File: config.mk
export PLATFORM = sky130hd
export DESIGN_NAME = mod_fixed_div
export DESIGN_NICKNAME = d
export VERILOG_FILES = /design/src/rtl/fixed_pkg.sv /design/src/rtl/mod_fixed_div_step.sv /design/src/rtl/mod_fixed_div.sv
export SDC_FILE = /design/constraint.sdc
export NUM_CORES = 1
export LEC_CHECK = 0
export ABC_AREA = 1
export CAP_MARGIN = 5
export CORE_ASPECT_RATIO = 0.8
export CORE_MARGIN = 1.5
export CORE_UTILIZATION = 40
export CTS_BUF_LIST = sky130_fd_sc_hd__clkbuf_16
export CTS_CLUSTER_DIAMETER = 150
export DETAILED_ROUTE_END_ITERATION = 10
export GPL_TIMING_DRIVEN = 1
export PLACE_DENSITY = 0.66
export SLEW_MARGIN = 20
export SYNTH_ARGS = -nofsm -noshare
export SYNTH_HDL_FRONTEND = slang
export SYNTH_SLANG_ARGS = --single-unit
File: constraint.sdc
create_clock -name i_clk -period 2.1 [get_ports i_clk]
set_input_delay 0.315 -clock i_clk [delete_from_list [all_inputs] [get_ports i_clk]]
set_output_delay 0.315 -clock i_clk [all_outputs]
set_load 0.02 [all_outputs]
File: src/rtl/fixed_pkg.sv
// Shared constants and state types for the fixed-point arithmetic library.
// The multiplier and divider use the same default operand format.
package fixed_pkg;
    localparam int DEF_INPUT_WIDTH = 32;
    localparam int DEF_INPUT_POINT = 8;

    typedef enum logic [1:0] {
        IDLE = 2'd0,
        RUN  = 2'd1,
        DONE = 2'd2
    } div_state_t;
endpackage

File: src/rtl/mod_fixed_div_step.sv
// One restoring shift-subtract iteration: bring in the next numerator bit,
// subtract the divisor when it fits, and emit the quotient bit.
module mod_fixed_div_step #(
    parameter int W = 32
) (
    input  logic [W:0]   rem,
    input  logic         nbit,
    input  logic [W-1:0] divisor,
    output logic [W:0]   rem_next,
    output logic         qbit
);
    logic [W:0] shifted;

    // A set rem[W] means the shifted value is at least 2^(W+1) and so always
    // exceeds the divisor; the W+1-bit difference is still exact.
    assign shifted  = {rem[W-1:0], nbit};
    assign qbit     = rem[W] | (shifted >= {1'b0, divisor});
    assign rem_next = qbit ? (shifted - {1'b0, divisor}) : shifted;
endmodule

File: src/rtl/mod_fixed_div.sv
// Sequential unsigned fixed-point divider: (a << POINT) / b, one quotient bit
// per clock, saturating to all ones on divide-by-zero or overflow.
module mod_fixed_div
    import fixed_pkg::*;
#(
    parameter int INPUT_WIDTH = DEF_INPUT_WIDTH,
    parameter int INPUT_POINT = DEF_INPUT_POINT
) (
    input  logic                   i_clk,
    input  logic                   i_rst_n,
    input  logic [INPUT_WIDTH-1:0] i_a,
    input  logic [INPUT_WIDTH-1:0] i_b,
    input  logic                   i_trigger,
    output logic [INPUT_WIDTH-1:0] o_out,
    output logic                   o_ready,
    output logic                   o_div_zero,
    output logic                   o_overflow
);
    localparam int Q  = INPUT_WIDTH + INPUT_POINT;
    localparam int CW = $clog2(Q + 1);

    div_state_t             state, state_next;
    logic [Q-1:0]           num;
    logic [Q-1:0]           quo;
    logic [INPUT_WIDTH-1:0] divisor;
    logic [INPUT_WIDTH:0]   rem, rem_next;
    logic [CW-1:0]          cnt;
    logic                   qbit;
    logic                   accept;

    assign accept = (state == IDLE) && o_ready && i_trigger;

    mod_fixed_div_step #(.W(INPUT_WIDTH)) u_step (
        .rem      (rem),
        .nbit     (num[Q-1]),
        .divisor  (divisor),
        .rem_next (rem_next),
        .qbit     (qbit)
    );

    always_ff @(posedge i_clk or negedge i_rst_n) begin
        if (!i_rst_n) state <= IDLE;
        else          state <= state_next;
    end

    always_comb begin
        state_next = state;
        case (state)
            IDLE: if (accept) state_next = (i_b == '0) ? DONE : RUN;
            RUN:  if (cnt == CW'(1)) state_next = DONE;
            DONE: state_next = IDLE;
            default: state_next = IDLE;
        endcase
    end

    // o_ready stays low for the first IDLE cycle after DONE, so results are
    // spaced Q+3 cycles apart when the trigger is held high.
    always_ff @(posedge i_clk or negedge i_rst_n) begin
        if (!i_rst_n) begin
            num        <= '0;
            quo        <= '0;
            divisor    <= '0;
            rem        <= '0;
            cnt        <= '0;
            o_out      <= '0;
            o_ready    <= 1'b1;
            o_div_zero <= 1'b0;
            o_overflow <= 1'b0;
        end else begin
            case (state)
                IDLE: begin
                    if (accept) begin
                        num     <= {i_a, {INPUT_POINT{1'b0}}};
                        divisor <= i_b;
                        rem     <= '0;
                        quo     <= '0;
                        cnt     <= CW'(Q);
                        o_ready <= 1'b0;
                    end else begin
                        o_ready <= 1'b1;
                    end
                end
                RUN: begin
                    num <= num << 1;
                    rem <= rem_next;
                    quo <= {quo[Q-2:0], qbit};
                    cnt <= cnt - CW'(1);
                end
                DONE: begin
                    if (divisor == '0) begin
                        o_out      <= '1;
                        o_div_zero <= 1'b1;
                        o_overflow <= 1'b0;
                    end else if (|quo[Q-1:INPUT_WIDTH]) begin
                        o_out      <= '1;
                        o_div_zero <= 1'b0;
                        o_overflow <= 1'b1;
                    end else begin
                        o_out      <= quo[INPUT_WIDTH-1:0];
                        o_div_zero <= 1'b0;
                        o_overflow <= 1'b0;
                    end
                end
                default: ;
            endcase
        end
    end
endmodule

* Word level (Yosys, flattened, before mapping)
Cells that the tools add are included.
Storage, ports and cells: bits in registers 188, input bits 67, logic and storage cells 48
Operators by class: $add $sub $neg 2, $lt $le $gt $ge 1, eq/ne operators 5, mux-type cells 19, bitwise gates (word level) 1, reduce and logical (&&, ||, !) cells 10
Operator list (number):
- case mux 40 bit (2 select lines) | 2
- 2-to-1 mux 40 bit | 2
- 2-to-1 mux 33 bit | 2
- case mux 33 bit (2 select lines) | 1
- zero test 32 bit | 2
- 2-to-1 mux 32 bit | 2
- greater-or-equal comparator 33 x 32 -> 1 bit | 1
- subtractor 33 x 32 -> 33 bit | 1
- case mux 6 bit (2 select lines) | 1
- OR reduction 8 bit | 1
- equality test 6 x 1 -> 1 bit, second input constant | 1
- 2-to-1 mux 2 bit | 3
- 2-to-1 mux 6 bit | 1
- AND reduction 2 bit | 3
- subtractor 6 x 1 -> 6 bit, second input constant | 1
- 2-to-1 mux 1 bit | 4
- != test 2 bit, second input constant | 2
- case mux 2 bit (2 select lines) | 1
- equality test 2 x 1 -> 1 bit, second input constant | 1
- equality test 2 bit, second input constant | 1
- logical AND 1 bit | 2
- zero test 2 bit | 1
- nonzero test 2 bit | 1
- OR 1 bit | 1

* Longest topological paths before layout
Gate-level depths: netlist (run 1).
depth in word-level cells 5, gate-level depth with buffers 17

* Hierarchy
Synthesis (run 1) repeated with hierarchy kept, for this count alone.
Unflattened totals: cells, all modules 1514, area, all modules 10771.6 um^2
By module, submodules not included:
- mod_fixed_div | times used 1, cells an instance 798, area an instance 7419.6 um^2, sequential area each 4505.6 um^2
- mod_fixed_div_step | times used 1, cells an instance 716, area an instance 3352.0 um^2, sequential area each 0.0 um^2

* Worst setup path after synthesis (run 1)
OpenSTA, ideal clock, no wires.
kind reg2reg, start point register divisor[0], end point register rem[16], library setup time 0.117 ns, arrival time 1.836 ns, data required time 1.983 ns, path slack 0.147 ns, stages on the path, launching flop included 14, buffers on the path 0, period minus slack after synthesis 1.953 ns, path through dfrtp_1 -> ha_1 -> fa_1 -> inv_1 -> nand3_1 -> nand3_1 -> nand2_1 -> nand2_1 -> nand3_1 -> nand2_1 -> xnor2_1 -> nand2_1 -> nand3_1 -> nand2_1
Between the ends: longest elaborated chain between the ends 4
RTL lines:
- from (decl) | RTL line mod_fixed_div.sv:25 | logic [INPUT_WIDTH-1:0] divisor;
- from (signal assigned) | RTL line mod_fixed_div.sv:74 | divisor <= i_b;
- greater-or-equal comparator 33 x 32 -> 1 bit | RTL line mod_fixed_div_step.sv:17 | assign qbit = rem[W] | (shifted >= {1'b0, divisor});
- OR 1 bit | RTL line mod_fixed_div_step.sv:17
- 2-to-1 mux 33 bit * | RTL line mod_fixed_div_step.sv:18 | assign rem_next = qbit ? (shifted - {1'b0, divisor}) : shifted;
- case mux 33 bit (2 select lines) * | RTL line mod_fixed_div.sv:70 | case (state)
- to (signal assigned) | RTL line mod_fixed_div.sv:85 | rem <= rem_next;
- to (decl) | RTL line mod_fixed_div.sv:26 | logic [INPUT_WIDTH:0] rem, rem_next;
Every way passes the cells marked *; elsewhere a longest branch is shown, timed or not. A chain may end at the register's enable or synchronous reset.

* Worst setup path after layout (run 1)
start point register rem[12], end point register rem[11]
Between the ends: longest elaborated chain between the ends 4
RTL lines (RTL line):
- greater-or-equal comparator 33 x 32 -> 1 bit | mod_fixed_div_step.sv:17
- OR 1 bit | mod_fixed_div_step.sv:17
- 2-to-1 mux 33 bit | mod_fixed_div_step.sv:18
- case mux 33 bit (2 select lines) | mod_fixed_div.sv:70
Every way passes these cells.

==> results of run 1 <==
worst paths after layout:
kind,slack [ns],depth (start not counted),endpoint
max,-0.05,12,rem[11]
min,0.28,2,divisor[17]
max reg2reg,-0.05,12,rem[11]
min reg2reg,0.48,2,num[30]
max in group asynchronous,1.14,3,o_ready
min in group i_clk,0.42,3,num[8]
cells in the final DEF (no fill, tap or decap), types with 32 or more instances in the layout:
master / instances
nand3_1: 44
o22ai_1: 41
nor2_1: 65
inv_1: 155
nand2_1: 399
inv_2: 39
a31oi_1: 32
clkdlybuf4s50_1: 100
buf_4: 154
o21ai_0: 36
nand2_2: 37
dfrtp_1: 179
stage by stage:
step | TNS [ns] | std cells | setup WS, ns | hold WS (ns) | utilization [%]
global route | -3.765 | 1908 | -0.1451 | 0.2893 | 58.20
floorplan | 0 | 1330 | 0.1467 | 0.01941 | -
global placement | -2.111 | 1832 | -0.1929 | 0.1812 | 50.58
detailed placement | -4.156 | 1832 | -0.2220 | 0.1804 | 50.58
CTS | 0 | 1870 | 0.0003060 | 0.2775 | 54.74
finish | -0.7140 | 1908 | -0.05072 | 0.2809 | 58.20
flip-flops by register name, indices dropped and copies added, names as in the netlist:
| name | count |
|---|---|
| cnt | 6 |
| divisor | 32 |
| num | 32 |
| o_div_zero | 1 |
| o_out | 32 |
| o_overflow | 1 |
| o_ready | 1 |
| quo | 40 |
| rem | 33 |
| state | 2 |
timing repair:
| action | 4_1_cts | 5_1_grt |
|---|---|---|
| pin swaps | 6 | 33 |
| gates cloned | 1 | 4 |
| hold buffers | 1 | 0 |
| setup buffers | 4 | 34 |
| setup endpoints to repair | 34 | 34 |
| gates resized for setup | 56 | 127 |
| endpoints found under the hold margin | 31 | 0 |
metal layers:
metal / share of wire [%] / GRT usage, %
met1: 49 / 34.23
met5: 0 / 0
met3: 5.9 / 3.213
met2: 44 / 33.22
met4: 1.2 / 5.630
area by class of cell:
cell class                      instances  area (µm²)
Clock buffer                           17       425.4
Clock inverter                         15       210.2
Multi-Input combinational cell        905        5449
Timing Repair Buffer                  278        2579
Inverter                              195       732.0
Sequential cell                       180        4506
Fill cell                            2120       10270
Tap cell                              318       397.9
cell families after synthesis:
kind of cell | Yosys count | synth area share [%]
simple gates | 679 | 29.28
buf+inv | 245 | 9.621
flops | 180 | 44.59
compound gates | 172 | 10.44
fa+ha+maj | 35 | 4.408
xor+xnor | 18 | 1.560
mux | 1 | 0.09906
==> reports/metrics.yaml, run 1 <==
final_layout:
  drive_gt1_share_pct: 25.03
  design_area_um2: 14300
  nNetsFinal: 1679
  areaGrowthSynthToFinish_pct: 41.51
  antenna_cells: 0
placement:
  dpl_cell_area_um2: 12430
  io_buffers: 101
  dp_hpwl_um: 20460
  gp_congestion: 0.9370
critical_path:
  crit_path_top_delay_cell: "dfrtp_1"
  crit_type: "register to register"
  worstPathCellList: "ha_4 -> nand2_2 -> nor2_4 -> nand2_2 -> nor3_4 -> a21oi_4 -> buf_12 -> nand2_8 -> clkbuf_16 -> nand2_1 -> nand3_1 -> nand2_1"
  r2r_start: "rem[12]"
  cp-end-kind: "register"
  cpPeakStageDelay_ns: 0.44
  path_delay_family: "simple AND/OR/NAND/NOR gates"
  arrival_ns: 2.49
  startpoint: "rem[12]"
  cp.required_ns: 2.44
  critPathLaunchType: "register"
  crit_fanout: 7
  cp.buffers_inverters: 2
yosys:
  yosys.area.top_type_share_pct: 44.33
  yosysSeqAreaShare_pct: 44.59
  synth_async_sr_flop_share_pct: 100.0
  synth_nets: 1432
  yosysWarnings: 0
  synth_area_leader_cell: "dfrtp_1"
  yosys-top-cells-count: "443 x nand2_1, 182 x inv_1, 179 x dfrtp_1"
  ys_ff_latch: 180
  syn_area_um2: 10100
  syn_avg_cell_area_um2: 7.598
  synth.most_common_cell: "nand2_1"
  synthCells: 1330
  synth_area_leaders: "dfrtp_1 44%, nand2_1 16%, inv_1 6.8%"
  synth_cell_types: 45
  synth_edf_count: 0
  synth_flop_cell: "dfrtp_1"
global_route:
  overflow: 0
  grt_pass1_wl_um: 47110
  grt_pass1_vias: 8929
  grt_usage_pct: 22.47
  antenna_found_initial: 0
  grt_start_max_net_pins: 80
cts:
  clockBufferDepth: 2
  cts_tree: "yes"
  cts.clk_slew.worst_paths_ns: 0.08
  clk-insertion-delay-late_ns: 0.44
  cts_root_buf: "clkbuf_16"
  h-tree-depth: 4
  cts_buffers: 17
  clock-sinks: 180
floorplanning:
  die_w_um: 180.7
  dieArea_um2: 26230
  initial_core_util_pct: 41.13
  rows: 51
  core_area_um2: 24570
  die_h_um: 145.2
  ios: 102
flow_run:
  max_cap_viol_count: 0
sta:
  period_minus_slack_ns: 2.151
  rsz0062_at_grt: "yes"
  hold_viol_final: 0
  max_freq_ghz: 0.4650
  slew_headroom_pct: 71.32
  worst_slack_ns: -0.05072
  tightest_slew_ns: 0.4302
  maxSlewViolCount: 0
  fin_crit_sh_pct: 102.4
  finClkSkew_ns: 0.01437
  setup_violations: 32
route:
  avgRoutedWirePerCell_um: 15.88
  drt_wl_total_um: 30300
  drc_errors: 0
  postRouteAntennaNets: 0
  first_pass_iters: 5
  drt_iter0_drc: 738
  vias: 9668
  routed_via_density: 5.067
outcome:
  violations: "negative setup slack"
  run_status: "finished, violations left"
min_path:
  min_path_type: "input port to async pin"
Power of run 1 is not shown: default switching activity piles up to over one toggle a cycle in this logic, so the estimate is an artifact.
==> run 2, diff against run 1 <==
--- a/config.mk
+++ b/config.mk
@@ -15,6 +15,7 @@
 export DETAILED_ROUTE_END_ITERATION = 10
 export GPL_TIMING_DRIVEN = 1
 export PLACE_DENSITY = 0.66
+export SKIP_LAST_GASP = 1
 export SLEW_MARGIN = 20
 export SYNTH_ARGS = -nofsm -noshare
 export SYNTH_HDL_FRONTEND = slang
==> reports/metrics.yaml, run 2 (same netlist as run 1, synthesis figures left out) <==
final_layout:
  regMostFlops: "quo"  # unchanged
  nNetsFinal: 1679  # unchanged
  drive_gt1_share_pct: 24.53  # was 25.03%
  regArea_um2: 4506  # unchanged
  mostFrequentLayoutCells: "403 x nand2_1, 179 x dfrtp_1, 155 x inv_1"  # was 399 x nand2_1, 179 x dfrtp_1, 155 x inv_1
  multi_input_area_um2: 5421  # was 5449 µm²
  layout_commonest_cell: "nand2_1"  # unchanged
  fillCellCount: 2124  # was 2120
  antenna_cells: 0  # unchanged
  areaGrowthSynthToFinish_pct: 41.23  # was 41.51%
  top_regs: "quo: 40 flops, rem: 33 flops"  # unchanged
  largest_reg_flops: 40  # unchanged
route:
  vias: 9653  # was 9668
  top_layer: "met4"  # unchanged
  first_pass_iters: 5  # unchanged
  drt_iter0_drc: 734  # was 738
  wl_met1_um: 14700  # about the same
  postRouteAntennaNets: 0  # unchanged
  drc_errors: 0  # unchanged
  wl_met3_um: 1844  # was 1792 µm
  routed_via_density: 5.059  # was 5.067
  wl_met2_um: 13360  # was 13430 µm
  drt_wl_total_um: 30270  # was 30300 µm
  avgRoutedWirePerCell_um: 15.86  # was 15.88 µm
critical_path:
  crit_fanout: 7  # unchanged
  cp-end-kind: "register"  # unchanged
  crit_type: "register to register"  # unchanged
  reg2reg_depth: 12  # unchanged
  critPathLaunchType: "register"  # unchanged
  startpoint: "rem[12]"  # unchanged
  arrival_ns: 2.50  # was 2.49 ns
  r2r_start: "rem[12]"  # unchanged
  cp.required_ns: 2.43  # was 2.44 ns
  r2r_slack_ns: -0.07  # was -0.05 ns
  r2r_end: "rem[24]"  # was rem[11]
min_path:
  min_path_type: "input port to async pin"  # unchanged
outcome:
  violations: "negative setup slack"  # unchanged
  run_status: "finished, violations left"  # unchanged
sta:
  worst_slack_ns: -0.06524  # was -0.05072 ns
  period_minus_slack_ns: 2.165  # was 2.151 ns
  finClkSkew_ns: 0.01591  # was 0.01437 ns
  rsz0062_at_grt: "yes"  # unchanged
  hold_slack_ns: 0.2797  # was 0.2809 ns
  tightest_slew_ns: 0.4287  # was 0.4302 ns
  setup_violations: 32  # unchanged
  fin_crit_sh_pct: 103.1  # was 102.4%
  hold_viol_final: 0  # unchanged
  maxSlewViolCount: 0  # unchanged
  slew_headroom_pct: 71.42  # was 71.32%
  max_freq_ghz: 0.4618  # was 0.4650 GHz
floorplanning:
  die_w_um: 180.7  # unchanged
  rows: 51  # unchanged
  die_h_um: 145.2  # unchanged
  dieArea_um2: 26230  # unchanged
  ios: 102  # unchanged
  initial_core_util_pct: 41.13  # unchanged
  core_area_um2: 24570  # unchanged
placement:
  gp_congestion: 0.9370  # unchanged
  io_buffers: 101  # unchanged
  dp_hpwl_um: 20460  # unchanged
cts:
  cts_tree: "yes"  # unchanged
  clk-insertion-delay-late_ns: 0.44  # about the same
  cts.clk_slew.worst_paths_ns: 0.08  # about the same
  cts_buffers: 17  # unchanged
  clock-sinks: 180  # unchanged
  cts_root_buf: "clkbuf_16"  # unchanged
  clockBufferDepth: 2  # unchanged
  h-tree-depth: 4  # unchanged
global_route:
  grt_start_max_net_pins: 80  # unchanged
  overflow: 0  # unchanged
  grt_pass1_vias: 8929  # unchanged
  antenna_found_initial: 0  # unchanged
  grt_pass1_wl_um: 47110  # unchanged
  grt_usage_pct: 22.47  # unchanged
flow_run:
  max_cap_viol_count: 0  # unchanged
==> run 2: cell counts in the layout (fill, tap and decap cells not counted) <==
No cell type changed its count.
==> run 2: worst max path at each step <==
stage,depth (start not counted),slack (ns),to
5_1_grt,16,-0.15,rem[13]
3_5_place_dp,14,-0.22,rem[28]
2_1_floorplan,13,0.15,rem[16]
4_1_cts,16,0.0003,rem[25]
6_report,12,-0.07,rem[24]
3_3_place_gp,14,-0.19,rem[32]
==> run 2: what timing repair did <==
item	CTS	global route
setup buffers	4	34
cloned	1	4
hold endpoints to repair	31	0
pin swaps	6	32
endpoints found under the setup margin	34	34
hold buffers	1	0
gates resized for setup	56	119
==> run 2: metrics by stage <==
stage	utilization, %	instance area [µm²]	std cells	setup TNS [ns]	setup WS (ns)
global route	58.09	14270	1908	-4.264	-0.1452
detailed placement	50.58	12430	1832	-4.156	-0.2220
global placement	50.58	12430	1832	-2.111	-0.1929
finish	58.09	14270	1908	-0.8757	-0.06524
floorplan	-	10100	1330	0	0.1467
CTS	54.74	13450	1870	0	0.0003060
==> run 2: area by class of cell <==
type	count	area share [%]
Multi-Input combinational cell	905	37.99
Sequential cell	180	31.57
Timing Repair Buffer	278	18.07
Inverter	195	5.129
Clock buffer	17	2.981
Tap cell	318	2.788
Clock inverter	15	1.473
==> run 2: worst max-delay path, stage by stage, from the launching register on <==
cell and delay [ns]:
dfrtp_1 0.44, ha_4 0.32, nand2_2 0.09, nor2_4 0.18, nand2_2 0.11, nor3_4 0.21
a21oi_4 0.10, buf_12 0.14, nand2_8 0.11, clkbuf_16 0.17, nand2_1 0.06, nand3_1 0.06
nand2_1 0.06
==> run 2: metal layers <==
metal / up-vias / track usage (%)
li1: 4774 / -
met1: 4567 / 34.23
met2: 286 / 33.22
met3: 26 / 3.213
met4: 0 / 5.630
met5: - / 0
Power of run 2 is left out for the same reason.
